## config.mk

```make
export PLATFORM = sky130hd
export DESIGN_NAME = imem_dmem_arbiter
export DESIGN_NICKNAME = d
export VERILOG_FILES = /design/src/rtl/imem_dmem_arbiter.sv
export SDC_FILE = /design/constraint.sdc
export NUM_CORES = 1
export LEC_CHECK = 0
export BUFFER_PORTS_ARGS = -buffer_cell sky130_fd_sc_hd__buf_2
export CAP_MARGIN = 20
export CORE_AREA = 2 2 108 110
export DETAILED_ROUTE_END_ITERATION = 16
export DIE_AREA = 0 0 110 112
export GPL_TIMING_DRIVEN = 0
export PLACE_DENSITY = 0.56
export SLEW_MARGIN = 10
export SYNTH_ARGS = -nofsm -noshare
export SYNTH_HDL_FRONTEND = slang
export SYNTH_SLANG_ARGS = --single-unit
```

## constraint.sdc

```tcl
create_clock -name CLK -period 2.4 [get_ports CLK]
set_clock_uncertainty 0.05 [all_clocks]
set_input_delay 0 -clock CLK [delete_from_list [all_inputs] [get_ports CLK]]
set_output_delay 0 -clock CLK [all_outputs]
set_load 0.02 [all_outputs]
```

## src/rtl/imem_dmem_arbiter.sv

```systemverilog
// imem_dmem_arbiter: shares one unified memory port between fetch (read-only)
// and the LSU (read/write), one outstanding access at a time, with fetch
// squash on flush, an LSU streak limiter and a response timeout.
module imem_dmem_arbiter #(
  parameter int unsigned LSU_MAX_STREAK = 4,
  parameter int unsigned TIMEOUT_CYC    = 64,
  parameter int unsigned CNT_W          = 8
) (
  input  logic        CLK,
  input  logic        RST,
  input  logic        if_req,
  input  logic [31:0] if_addr,
  input  logic        if_flush,
  output logic        if_gnt,
  output logic [31:0] if_rdata,
  output logic        if_rvld,
  input  logic        lsu_req,
  input  logic [31:0] lsu_addr,
  input  logic [31:0] lsu_wdata,
  input  logic [3:0]  lsu_wen,
  output logic        lsu_gnt,
  output logic [31:0] lsu_rdata,
  output logic        lsu_rvld,
  output logic        lsu_ready,
  output logic        mem_en,
  output logic [31:0] mem_addr,
  output logic [31:0] mem_wdata,
  output logic [3:0]  mem_wen,
  input  logic [31:0] mem_rdata,
  input  logic        mem_rvld,
  output logic        err_timeout
);

  localparam int unsigned STK_W = $clog2(LSU_MAX_STREAK + 1);

  typedef enum logic [1:0] {IDLE, BUSY_IF, BUSY_LSU} state_t;

  state_t             state;
  logic [STK_W-1:0]   streak;
  logic               squash;
  logic [CNT_W-1:0]   tcnt;

  logic busy;
  logic issue_ok;
  logic if_ok;
  logic if_win;
  logic lsu_win;
  logic rsp_if;
  logic rsp_lsu;
  logic tmo;

  // Arbitration, response decode and timeout detection
  always_comb begin
    busy     = 1'b0;
    issue_ok = 1'b0;
    if_ok    = 1'b0;
    if_win   = 1'b0;
    lsu_win  = 1'b0;
    rsp_if   = 1'b0;
    rsp_lsu  = 1'b0;
    tmo      = 1'b0;

    busy     = (state != IDLE);
    issue_ok = ~RST & (~busy | mem_rvld);
    if_ok    = if_req & ~if_flush;
    // LSU normally wins; a saturated streak hands the slot to a waiting fetch
    if_win   = issue_ok & if_ok & (~lsu_req | (streak == STK_W'(LSU_MAX_STREAK)));
    lsu_win  = issue_ok & lsu_req & ~if_win;
    rsp_if   = ~RST & mem_rvld & (state == BUSY_IF);
    rsp_lsu  = ~RST & mem_rvld & (state == BUSY_LSU);
    tmo      = ~RST & busy & ~mem_rvld & (tcnt == CNT_W'(TIMEOUT_CYC - 1));
  end

  // Same-cycle grant and memory request mux
  assign if_gnt    = if_win;
  assign lsu_gnt   = lsu_win;
  assign mem_en    = if_win | lsu_win;
  assign mem_addr  = if_win ? if_addr : (lsu_win ? lsu_addr : 32'h0);
  assign mem_wdata = lsu_win ? lsu_wdata : 32'h0;
  assign mem_wen   = lsu_win ? lsu_wen : 4'h0;

  // Response routing; a flush in the return cycle also hides the fetch data
  assign if_rvld   = rsp_if & ~squash & ~if_flush;
  assign if_rdata  = if_rvld ? mem_rdata : 32'h0;
  assign lsu_rvld  = rsp_lsu;
  assign lsu_rdata = rsp_lsu ? mem_rdata : 32'h0;
  assign lsu_ready = RST |
                     (~(lsu_req & ~lsu_win) & ~((state == BUSY_LSU) & ~mem_rvld));

  // Transaction state, streak limiter, squash flag and timeout tracking
  always_ff @(posedge CLK) begin
    if (RST) begin
      state       <= IDLE;
      streak      <= '0;
      squash      <= 1'b0;
      tcnt        <= '0;
      err_timeout <= 1'b0;
    end else begin
      if (if_win)
        state <= BUSY_IF;
      else if (lsu_win)
        state <= BUSY_LSU;
      else if ((busy & mem_rvld) | tmo)
        state <= IDLE;

      if (~if_req | if_win)
        streak <= '0;
      else if (lsu_win && (streak != STK_W'(LSU_MAX_STREAK)))
        streak <= streak + 1'b1;

      if (rsp_if | tmo)
        squash <= 1'b0;
      else if (if_flush & (state == BUSY_IF) & ~mem_rvld)
        squash <= 1'b1;

      if (if_win | lsu_win | mem_rvld | tmo | ~busy)
        tcnt <= '0;
      else
        tcnt <= tcnt + 1'b1;

      if (tmo)
        err_timeout <= 1'b1;
    end
  end

endmodule

```

== Word level (Yosys, flattened, before mapping) ==
Index checks and enable logic that the tools add are counted.
Storage, ports and cells
  flip-flop bits (word level): 15
  latch bits: 0
  RAM bits: 0
  ROM bits: 0
  input bits: 138
  output and inout bits: 139
  logic and storage cells: 71
  memories kept: 0
Cells by class
  add/subtract/negate cells: 2
  multiply operators: 0
  divide/modulo/power cells: 0
  order comparisons: 0
  equality and inequality tests: 5
  shifts and indexed selects: 0
  multiplexer cells: 9
  bitwise operators: 41
  reductions and logical operators: 8
Operators with widths (count)
  $mux W32: 5
  $and A1 B1 Y1: 20
  $not A1 Y1: 11
  $or A1 B1 Y1: 10
  $add A8 B1 Y8 const B: 1
  $eq A8 B6 Y1 const B: 1
  $reduce_or A2 Y1: 4
  $mux W2: 2
  $mux W4: 1
  $reduce_bool A2 Y1: 2
  $add A3 B1 Y3 const B: 1
  $eq A3 B3 Y1 const B: 1
  $ne A3 B3 Y1 const B: 1
  $reduce_bool A3 Y1: 1
  $eq A2 B1 Y1 const B: 1
  $eq A2 B2 Y1 const B: 1
  $logic_and A1 B1 Y1: 1
  $mux W1: 1

== Depth between registers and ports, before layout ==
Gate-level depths: netlist (run 1).
  word-level depth: 13
  gate-level depth with buffers: 8
  gate-level depth less buffers: 6

== Worst setup path before layout (run 1) ==
Ideal clock, no wire load.
  path type: register to register
  start: register tcnt[0]
  end: register tcnt[2]
  library setup time: 136 ps
  arrival: 1542 ps
  required time: 2214 ps
  slack: 672 ps
  cell stages (with the launch flop): 5
  buffers on the path: 0
  clock period less this slack: 1728 ps
  cells stage by stage: dfxtp_1 ha_1 or3b_2 o211ai_1 nor2_1
Between the ends
  word-level cells in the longest chain between the ends: 5
  elaborated cells on any way between the ends: 6
  those cells by class: add/sub: 1; eq/ne: 1; bitwise: 3; reduce/logical: 1
Ends and longest elaborated chain
  start, declared: line 41  | logic [CNT_W-1:0] tcnt;
  start signal, assigned: line 119  | tcnt <= tcnt + 1'b1;
  $eq A8 B6 Y1: line 71  | tmo = ~RST & busy & ~mem_rvld & (tcnt == CNT_W'(TIMEOUT_CYC - 1));
  $and A1 B1 Y1: line 71
  $or A1 B1 Y1 (2 in series): line 116  | if (if_win | lsu_win | mem_rvld | tmo | ~busy)
  $reduce_or A2 Y1 (no source line)
Several ways; a longest one is shown, not always the timed one.
A chain may end at the register's enable or synchronous reset.

== Final worst setup path (run 1) ==
  start: register streak[0]
  end: output mem_addr[7]
Between the ends
  word-level cells in the longest chain between the ends: 7
Ends and longest elaborated chain
  start, declared: line 39  | logic [STK_W-1:0] streak;
  start signal, assigned: line 109  | streak <= streak + 1'b1;
  $eq A3 B3 Y1 *: line 67  | if_win = issue_ok & if_ok & (~lsu_req | (streak == STK_W'(LSU_MAX_STREAK)));
  $or A1 B1 Y1 *: line 67
  $and A1 B1 Y1 *: line 67
  $not A1 Y1: line 68  | lsu_win = issue_ok & lsu_req & ~if_win;
  $and A1 B1 Y1: line 68
  $mux W32: line 78  | assign mem_addr = if_win ? if_addr : (lsu_win ? lsu_addr : 32'h0);
  $mux W32 *: line 78
  end, declared: line 26  | output logic [31:0] mem_addr,
Mark *: on every way between the ends. The rest lies on a longest branch, timed or not.

==> results of run 1 <==
## metrics by stage
step           util, %  hold slack, ns  cell area [sq um]
2_1_floorplan        -           0.133               1830
3_3_place_gp      30.3           0.270               3380
3_5_place_dp      30.3           0.274               3380
4_1_cts           31.0          0.0276               3470
5_1_grt           31.3          0.0598               3500
6_report          31.3          0.0314               3500
## sequential cells by signal, summed over array words and instances, names as in the netlist
register	flops
streak	3
squash	1
err_timeout	1
state	2
tcnt	8
## layout make-up
| cell class | count | area [sq um] |
|---|---|---|
| multi-input combinational | 199 | 1370 |
| fill | 1227 | 7670 |
| tap | 143 | 179 |
| sequential | 15 | 300 |
| inverter | 8 | 30.0 |
| clock inverter | 1 | 7.51 |
| clock buffer | 3 | 75.1 |
| timing repair buffer | 276 | 1400 |
| buffer | 19 | 134 |
## routing by layer
metal  up-vias  global-route usage [%]  wire length [microns]
met1      1286                    16.8                   3840
met4         0                    3.54                    114
met3         6                    1.87                    733
li1       1399                       -                      -
met5         -                       0                      0
met2       145                    28.4                   5280
## synthesized netlist by cell type, types with 2 or more instances
cell type	instances	area (sq um)
o21bai_1	3	22.5
nor4b_1	2	17.5
nand2b_1	2	12.5
nand4_1	3	18.8
a31oi_1	2	12.5
or3_1	3	18.8
nor2_1	6	22.5
o211ai_1	2	15.0
nor2b_1	2	12.5
buf_6	6	67.6
inv_1	7	26.3
a21oi_1	6	30.0
dfxtp_1	15	300
a211oi_1	4	30.0
ha_1	3	37.5
nand2_1	4	15.0
xor2_1	2	17.5
buf_2	5	25.0
and2_1	101	632
nand3_1	4	20.0
o31ai_1	2	15.0
a22o_1	32	280
o21ai_0	4	20.0
clkbuf_1	6	22.5
## cell families after synthesis
family / after synthesis
flops: 15
buf+inv: 27
simple gates: 132
compound gates: 60
mux: 1
xor+xnor: 3
fa+ha+maj: 3
## critical path, delay by kind of cell, from the launching register on
| family | cells | cell delay [ns] |
|---|---|---|
| AO/OA/AOI/OAI | 3 | 0.72 |
| buffers and inverters | 5 | 0.67 |
| flip-flops | 1 | 0.32 |
| adder cells (fa/ha/maj) | 1 | 0.22 |
## final timing paths
| path | endpoint | slack (ns) | cells past startpoint |
|---|---|---|---|
| worst max-delay path | mem_addr[7] | 0.16 | 9 |
| worst min-delay path | squash | 0.03 | 2 |
| worst max register to register | tcnt[5] | 0.42 | 4 |
| worst min register to register | err_timeout | 0.43 | 1 |
## report_power, final
| group | internal (mW) | switching [mW] | total, mW |
|---|---|---|---|
| Combinational | 0.190 | 0.232 | 0.422 |
| Sequential | 0.253 | 0.00307 | 0.256 |
| Clock | 0.224 | 0.104 | 0.328 |
## repair_timing
item                       4_1_cts  5_1_grt
gates resized for setup          1        9
buffers inserted                 0        1
pin swaps                        0        2
setup endpoints to repair        1       15
cloned                           0        0
==> impl_metrics.toml, run 1 <==
[power]
max-vdd-ir-drop_mv = 0.170
p_per_area_mw_per_mm2 = 287
finalPower_mw = 1.01
static-leakage-power_nw = 2.09

[die]
design.core.area_sq_mm = 0.0112
dieArea_sq_mm = 0.0123
initial_core_util_pct = 16.3
die_w_microns = 110
rows = 39
die-height_microns = 112
pin_count = 277

[worst_setup_path]
cp-startpoint = "streak[0]"
end_kind = "primary output"
worstSetupPathType = "reg2out"
crit_path_max_fanout = 9
cp_cell_sequence = "inv_1 > ha_1 > a21boi_2 > o211ai_1 > inv_2 > buf_6 > buf_12 > a22o_1 > buf_2"
cp.required_ns = 2.35
crit_path_top_delay_cell = "o211ai_1"
cp_data_arrival_time_ns = 2.19
rr_startpoint = "tcnt[0]"
start_kind = "flop"
slowest_delay_ns = 0.40

[timing]
fin_crit_sh_pct = 93.5
min_period_ns = 2.24
hold_violations = 0
fin_ws_ns = 0.155
setup_viol_count_final = 0
tightest_slew_ns = 0.658
fmax_ghz = 0.445
max-slew-margin-rel_pct = 55.6
fin_tns_setup_ns = 0
rsz0062_at_grt = "false"
slew_viol_final = 0

[clock_tree]
clock-sinks = 15
cts_tree = "yes"
cts_made_buffers = 3
cts_max_level = 1
cts_hold_buf = 0
clk_latency_ns = 0.25
cts_root_buf = "clkbuf_16"
clk_pin_slew_ns = 0.05
clockBufferDepth = 2

[global_route]
grt_pass1_wl_mm = 13.9
grt_pass1_vias = 2698
grt_max_degree = 11
overflow = 0
grt_antenna_before_repair = 0
grt_usage_pct = 14.8

[drt]
avgRoutedWirePerCell_microns = 15.0
dr.first_iter.drc_count = 89
via_count = 2836
ant_nets = 0
routed_wl_mm = 9.97
dr.pass1.iters = 4
drc = 0
viasPerCell = 4.27

[yosys]
synth.distinct_cells = 39
synth.net_count = 382
synthXorXnorAreaFrac_pct = 1.44
syn_inst = 241
yosys.area_share.simple_pct = 45.2
async_flop_share_pct = 0
ys_warn_count = 0
syn_avg_cell_area_sq_um = 7.57
synth_top_family_by_area = "simple AND/OR/NAND/NOR gates"
synth_fa_ha_area_share_pct = 2.06
yosys-mux-area-fraction_pct = 0.548
synth_area_sq_mm = 0.00183
synth_seq_cells = 15
synth_ff_type = "dfxtp_1"
ys_seq_area_share_pct = 16.4
synth_compound_area_share_pct = 25.6
synth_edf_count = 0

[placed_design]
dpl.cell_count = 659
gp_congestion = 0.889
port_buffers = 275
dp_slack_ns = 0.266
dp_hpwl_mm = 8.94

[final_layout]
synthToLayoutAreaGrowth_pct = 91.8
antenna_cells = 0
stdcell_count = 664
final_cell_mix = "buf_2 (278), and2_1 (101), a22o_1 (32), dfxtp_1 (15)"
drive_above_1_share_pct = 57.6
layout_commonest_cell = "buf_2"
nets = 663

[outcome]
status = "complete, no violations"

[min_path]
hold_class = "in2reg"
min_from = "RST"

[job]
drv_cap = 0
(Power assumes the default switching activity.)
==> inputs of run 2 (changes only) <==
Settings changed: REMOVE_ABC_BUFFERS set to 1.
==> run 2 against run 1 <==
Net effect: power decreased by 1.1%; critical path depth decreased by 2; via count decreased by 3.5%; combinational power decreased by 4%; critical path type unchanged; largest cell class unchanged; highest routed layer unchanged.
==> impl_metrics.toml, run 2 (same netlist as run 1, synthesis figures left out) <==
[drt]
drc = 0
via_count = 2737
ant_nets = 0
avgRoutedWirePerCell_microns = 14.8
dr.first_iter.drc_count = 110
viasPerCell = 4.20
routed_wl_mm = 9.61
dr.pass1.iters = 4

[final_layout]
synthToLayoutAreaGrowth_pct = 87.7
drive_above_1_share_pct = 57.1
layout_commonest_cell = "buf_2"
reg_top3 = "tcnt x8, streak x3, state x2"
nets = 648
stdcell_count = 651
top_register = "tcnt"
largest_reg_flops = 8
final_cell_mix = "buf_2 (276), and2_1 (101), a22o_1 (32), dfxtp_1 (15), inv_1 (7)"

[timing]
fin_crit_sh_pct = 90.5
tightest_slew_ns = 0.801
fmax_ghz = 0.461
hold_violations = 0
min_period_ns = 2.17
fin_ws_ns = 0.229
max-slew-margin-rel_pct = 46.6
setup_viol_count_final = 0
rsz0062_at_grt = "false"
slew_viol_final = 0

[global_route]
grt_usage_pct = 14.4
grt_pass1_wl_mm = 13.5
overflow = 0
grt_antenna_before_repair = 2
grt_pass1_vias = 2477
grt_max_degree = 70

[worst_setup_path]
reg2reg_depth = 4
slowest_delay_ns = 0.36
rrSetupSlack_ns = 0.39
crit_path_top_delay_cell = "bufinv_16"
cp.required_ns = 2.35
start_kind = "flop"
cp_data_arrival_time_ns = 2.12
crit_path_max_fanout = 69
crit_family = "compound AO/OA/AOI/OAI gates"
cp_cell_sequence = "inv_1 > ha_1 > a21boi_2 > o211ai_1 > bufinv_16 > a22o_1 > buf_2"
end_kind = "primary output"
worstSetupPathType = "reg2out"
r2r-end = "tcnt[2]"
rr_startpoint = "tcnt[0]"
cp.buffers_inverters = 3

[die]
initial_core_util_pct = 16.3
rows = 39
die-height_microns = 112
die_w_microns = 110
pin_count = 277
dieArea_sq_mm = 0.0123
design.core.area_sq_mm = 0.0112

[min_path]
hold_class = "in2reg"
hold_path_end = "squash"
whs_path_depth = 2
min_from = "RST"

[clock_tree]
cts_max_level = 1
cts_tree = "yes"
cts_root_buf = "clkbuf_16"
clock-sinks = 15
clk_latency_ns = 0.25
clockBufferDepth = 2
cts_made_buffers = 3
clk_pin_slew_ns = 0.05

[placed_design]
dp_slack_ns = -0.0401
gp_congestion = 0.775
port_buffers = 276
dp_hpwl_mm = 8.62
dpl.cell_count = 644

[power]
p_per_area_mw_per_mm2 = 290
static-leakage-power_nw = 2.04
max-vdd-ir-drop_mv = 0.189

[outcome]
status = "complete, no violations"

[job]
drv_cap = 0
[run 2: changes by cell type in the layout (fill, tap and decap cells not counted), sizes merged]
cell      delta
clkbuf       -7
diode        +2
clkinvlp     -1
buf          -8
clkinv       +1
bufinv       +1
inv          -1
[run 2: per-stage QoR]
stage	utilization [%]	cell area (sq um)	setup TNS (ns)	total power, mW	hold slack [ns]
2_1_floorplan	-	1700	0	0.443	0.0228
3_3_place_gp	29.2	3260	-6.45	0.655	0.268
3_5_place_dp	29.6	3300	-0.129	0.666	0.269
4_1_cts	30.3	3390	0	1.00	0.0765
5_1_grt	30.6	3420	0	1.04	0.0863
6_report	30.7	3430	0	0.995	0.0743
[run 2: what timing repair did]
item                       4_1_cts  5_1_grt
buffers inserted                 0        1
setup endpoints to repair       69       68
hold buffers                     0        0
resized for setup                2        4
pin swaps                        0        1
[run 2: worst reg2reg max path: cells and delay by family (launching register included)]
| family | cells | cell delay, ns |
|---|---|---|
| fa+ha+maj | 1 | 0.27 |
| compound gates | 1 | 0.55 |
| flops | 1 | 0.40 |
| simple gates | 2 | 0.61 |
[run 2: final cells by class]
type	count	area (sq um)
tap	143	179
antenna	2	5.00
clock buffer	3	75.1
sequential	15	300
inverter	8	56.3
multi-input combinational	199	1380
timing repair buffer	280	1430
clock inverter	1	5.00
fill	1208	7750
[run 2: metal layers]
layer | vias up | global-route usage (%) | share of wire [%]
li1 | 1370 | - | -
met1 | 1178 | 15.9 | 38
met4 | 0 | 4.47 | 2.7
met3 | 12 | 3.16 | 10
met5 | - | 0 | 0
met2 | 177 | 26.8 | 49
[run 2: worst max path at each step]
stage / startpoint / slack (ns) / endpoint / depth (start not counted)
after global placement: streak[0] / -0.25 / mem_addr[28] / 6
after global routing: streak[0] / 0.05 / mem_addr[15] / 7
after floorplan: streak[0] / 0.17 / mem_addr[0] / 5
after CTS: streak[0] / 0.004 / mem_addr[28] / 8
final: streak[0] / 0.23 / mem_addr[15] / 7
after detailed placement: streak[0] / -0.04 / mem_addr[28] / 7
[run 2: where the power goes]
part / leakage, nW / switching [mW] / internal [mW]
combinational: 1.88 / 0.224 / 0.182
sequential: 0.121 / 0.00475 / 0.253
clock: 0.0409 / 0.110 / 0.223
total: 2.04 / 0.338 / 0.657
==> inputs of run 3 (changes only) <==
Settings changed: BUFFER_PORTS_ARGS -buffer_cell sky130_fd_sc_hd__buf_2 to not set, CORE_AREA 2 2 108 110 to 2 2 106 108, DIE_AREA 0 0 110 112 to 0 0 108 110, DONT_BUFFER_PORTS set to 1, PLACE_DENSITY 0.56 to 0.36.
==> run 3 against run 2 <==
Net effect: sequential share of layout area grew 5.8 points; setup slack lost 0.039 ns; worst hold slack lost 0.073 ns; core utilization shrank 11 points; first-iteration DRC count shrank 73%; combinational power shrank 42%.
==> impl_metrics.toml, run 3 (same netlist as run 1, synthesis figures left out) <==
[clock_tree]
cts_root_buf = "clkbuf_8"
clk_latency_ns = 0.24
cts_made_buffers = 3
cts_max_level = 1
cts_tree = "yes"
clk_pin_slew_ns = 0.06
clock-sinks = 15
clockBufferDepth = 2

[placed_design]
dp_slack_ns = -0.0994
dp_hpwl_mm = 7.04
gp_congestion = 0.726
port_buffers = 0
dpl.cell_count = 365

[drt]
dr.first_iter.drc_count = 30
drc = 0
viasPerCell = 4.92
ant_nets = 0
avgRoutedWirePerCell_microns = 21.5
routed_wl_mm = 8.07
dr.pass1.iters = 4
via_count = 1845

[die]
die-height_microns = 110
initial_core_util_pct = 17.1
dieArea_sq_mm = 0.0119
rows = 38
design.core.area_sq_mm = 0.0107
die_w_microns = 108
pin_count = 277

[timing]
rsz0062_at_grt = "false"
fin_hold_ws_ns = 0.000833
slew_viol_final = 0
min_period_ns = 2.21
tightest_slew_ns = 0.823
fmax_ghz = 0.452
fin_crit_sh_pct = 92.1
setup_viol_count_final = 0
hold_violations = 0
fin_ws_ns = 0.190
max-slew-margin-rel_pct = 44.8

[job]
drv_cap = 0

[worst_setup_path]
end_kind = "flop"
reg2reg_depth = 5
rrSetupSlack_ns = 0.19
endpoint = "squash"
cp_data_arrival_time_ns = 2.29
rr_startpoint = "tcnt[0]"
cp.required_ns = 2.48
cp-startpoint = "tcnt[0]"
start_kind = "flop"
crit_path_max_fanout = 5
r2r-end = "squash"
worstSetupPathType = "reg2reg"

[final_layout]
layout_commonest_cell = "and2_1"
stdcell_count = 375
antenna_cells = 0
drive_above_1_share_pct = 7.23
nets = 377
top_register = "tcnt"
largest_reg_flops = 8
reg_top3 = "tcnt x8, streak x3, state x2"
synthToLayoutAreaGrowth_pct = 12.7
final_cell_mix = "and2_1 (101), a22o_1 (29), dfxtp_1 (15), inv_1 (7)"

[min_path]
hold_class = "in2reg"

[power]
finalPower_mw = 0.697
static-leakage-power_nw = 0.764
max-vdd-ir-drop_mv = 0.154
p_per_area_mw_per_mm2 = 338

[global_route]
grt_pass1_vias = 1594
overflow = 0
grt_pass1_wl_mm = 10.0
grt_antenna_before_repair = 0
grt_max_degree = 70
grt_usage_pct = 11.6

[outcome]
status = "complete, no violations"
[run 3: changes by cell type in the layout (fill, tap and decap cells not counted), sizes merged]
| cell | previous run | this run |
|---|---|---|
| diode | 2 | 0 |
| clkbuf | 3 | 4 |
| buf | 280 | 6 |
| clkinv | 1 | 0 |
| dlygate4sd3 | 0 | 3 |
[run 3: timing repair]
action	4_1_cts	5_1_grt
pin swaps	0	1
hold buffers	3	0
resized for setup	3	6
endpoints found under the hold margin	6	0
buffers inserted	0	2
endpoints found under the setup margin	68	68
gates cloned	0	0
[run 3: how the worst min path moves through the flow]
stage,from,endpoint,slack (ns),cells after the start
global route,RST,lsu_rvld,0.01,1
finish,if_req,streak[0],0.0008,2
CTS,if_req,streak[0],0.003,2
detailed placement,RST,lsu_rvld,0.008,1
global placement,RST,squash,0.03,1
floorplan,RST,squash,0.02,1
[run 3: stage by stage]
stage | TNS (ns) | util, % | cell area, sq um
2_1_floorplan | 0 | - | 1700
3_3_place_gp | -23.16 | 17.5 | 1870
3_5_place_dp | -0.188 | 17.9 | 1920
4_1_cts | 0 | 18.7 | 2000
5_1_grt | 0 | 19.2 | 2060
6_report | 0 | 19.2 | 2060
[run 3: critical path: stages (launching register included)]
cell and delay [ns]:
dfxtp_1 0.39, ha_1 0.27, or3b_2 0.51, o21bai_1 0.21, a211oi_1 0.10, dlygate4sd3_1 0.57
[run 3: where the power goes]
part,switching [mW],total (mW),internal [mW]
logic,0.168,0.235,0.0671
registers,0.00488,0.257,0.252
clock network,0.0872,0.205,0.117
[run 3: cell type report]
cell class / count / area (sq um)
fillers: 1216 / 8640
well taps: 140 / 175
multi-input cells: 199 / 1380
inverters: 8 / 56.3
repair buffers: 9 / 97.6
flip-flops and latches: 15 / 300
clock buffers: 4 / 45.0
[run 3: metal layers]
| metal | track usage [%] | wire length (microns) | up-vias |
|---|---|---|---|
| met3 | 2.41 | 753 | 4 |
| met1 | 13.2 | 2980 | 851 |
| met5 | 0 | 0 | - |
| met4 | 2.20 | 36 | 0 |
| met2 | 22.2 | 4300 | 169 |
| li1 | - | - | 821 |
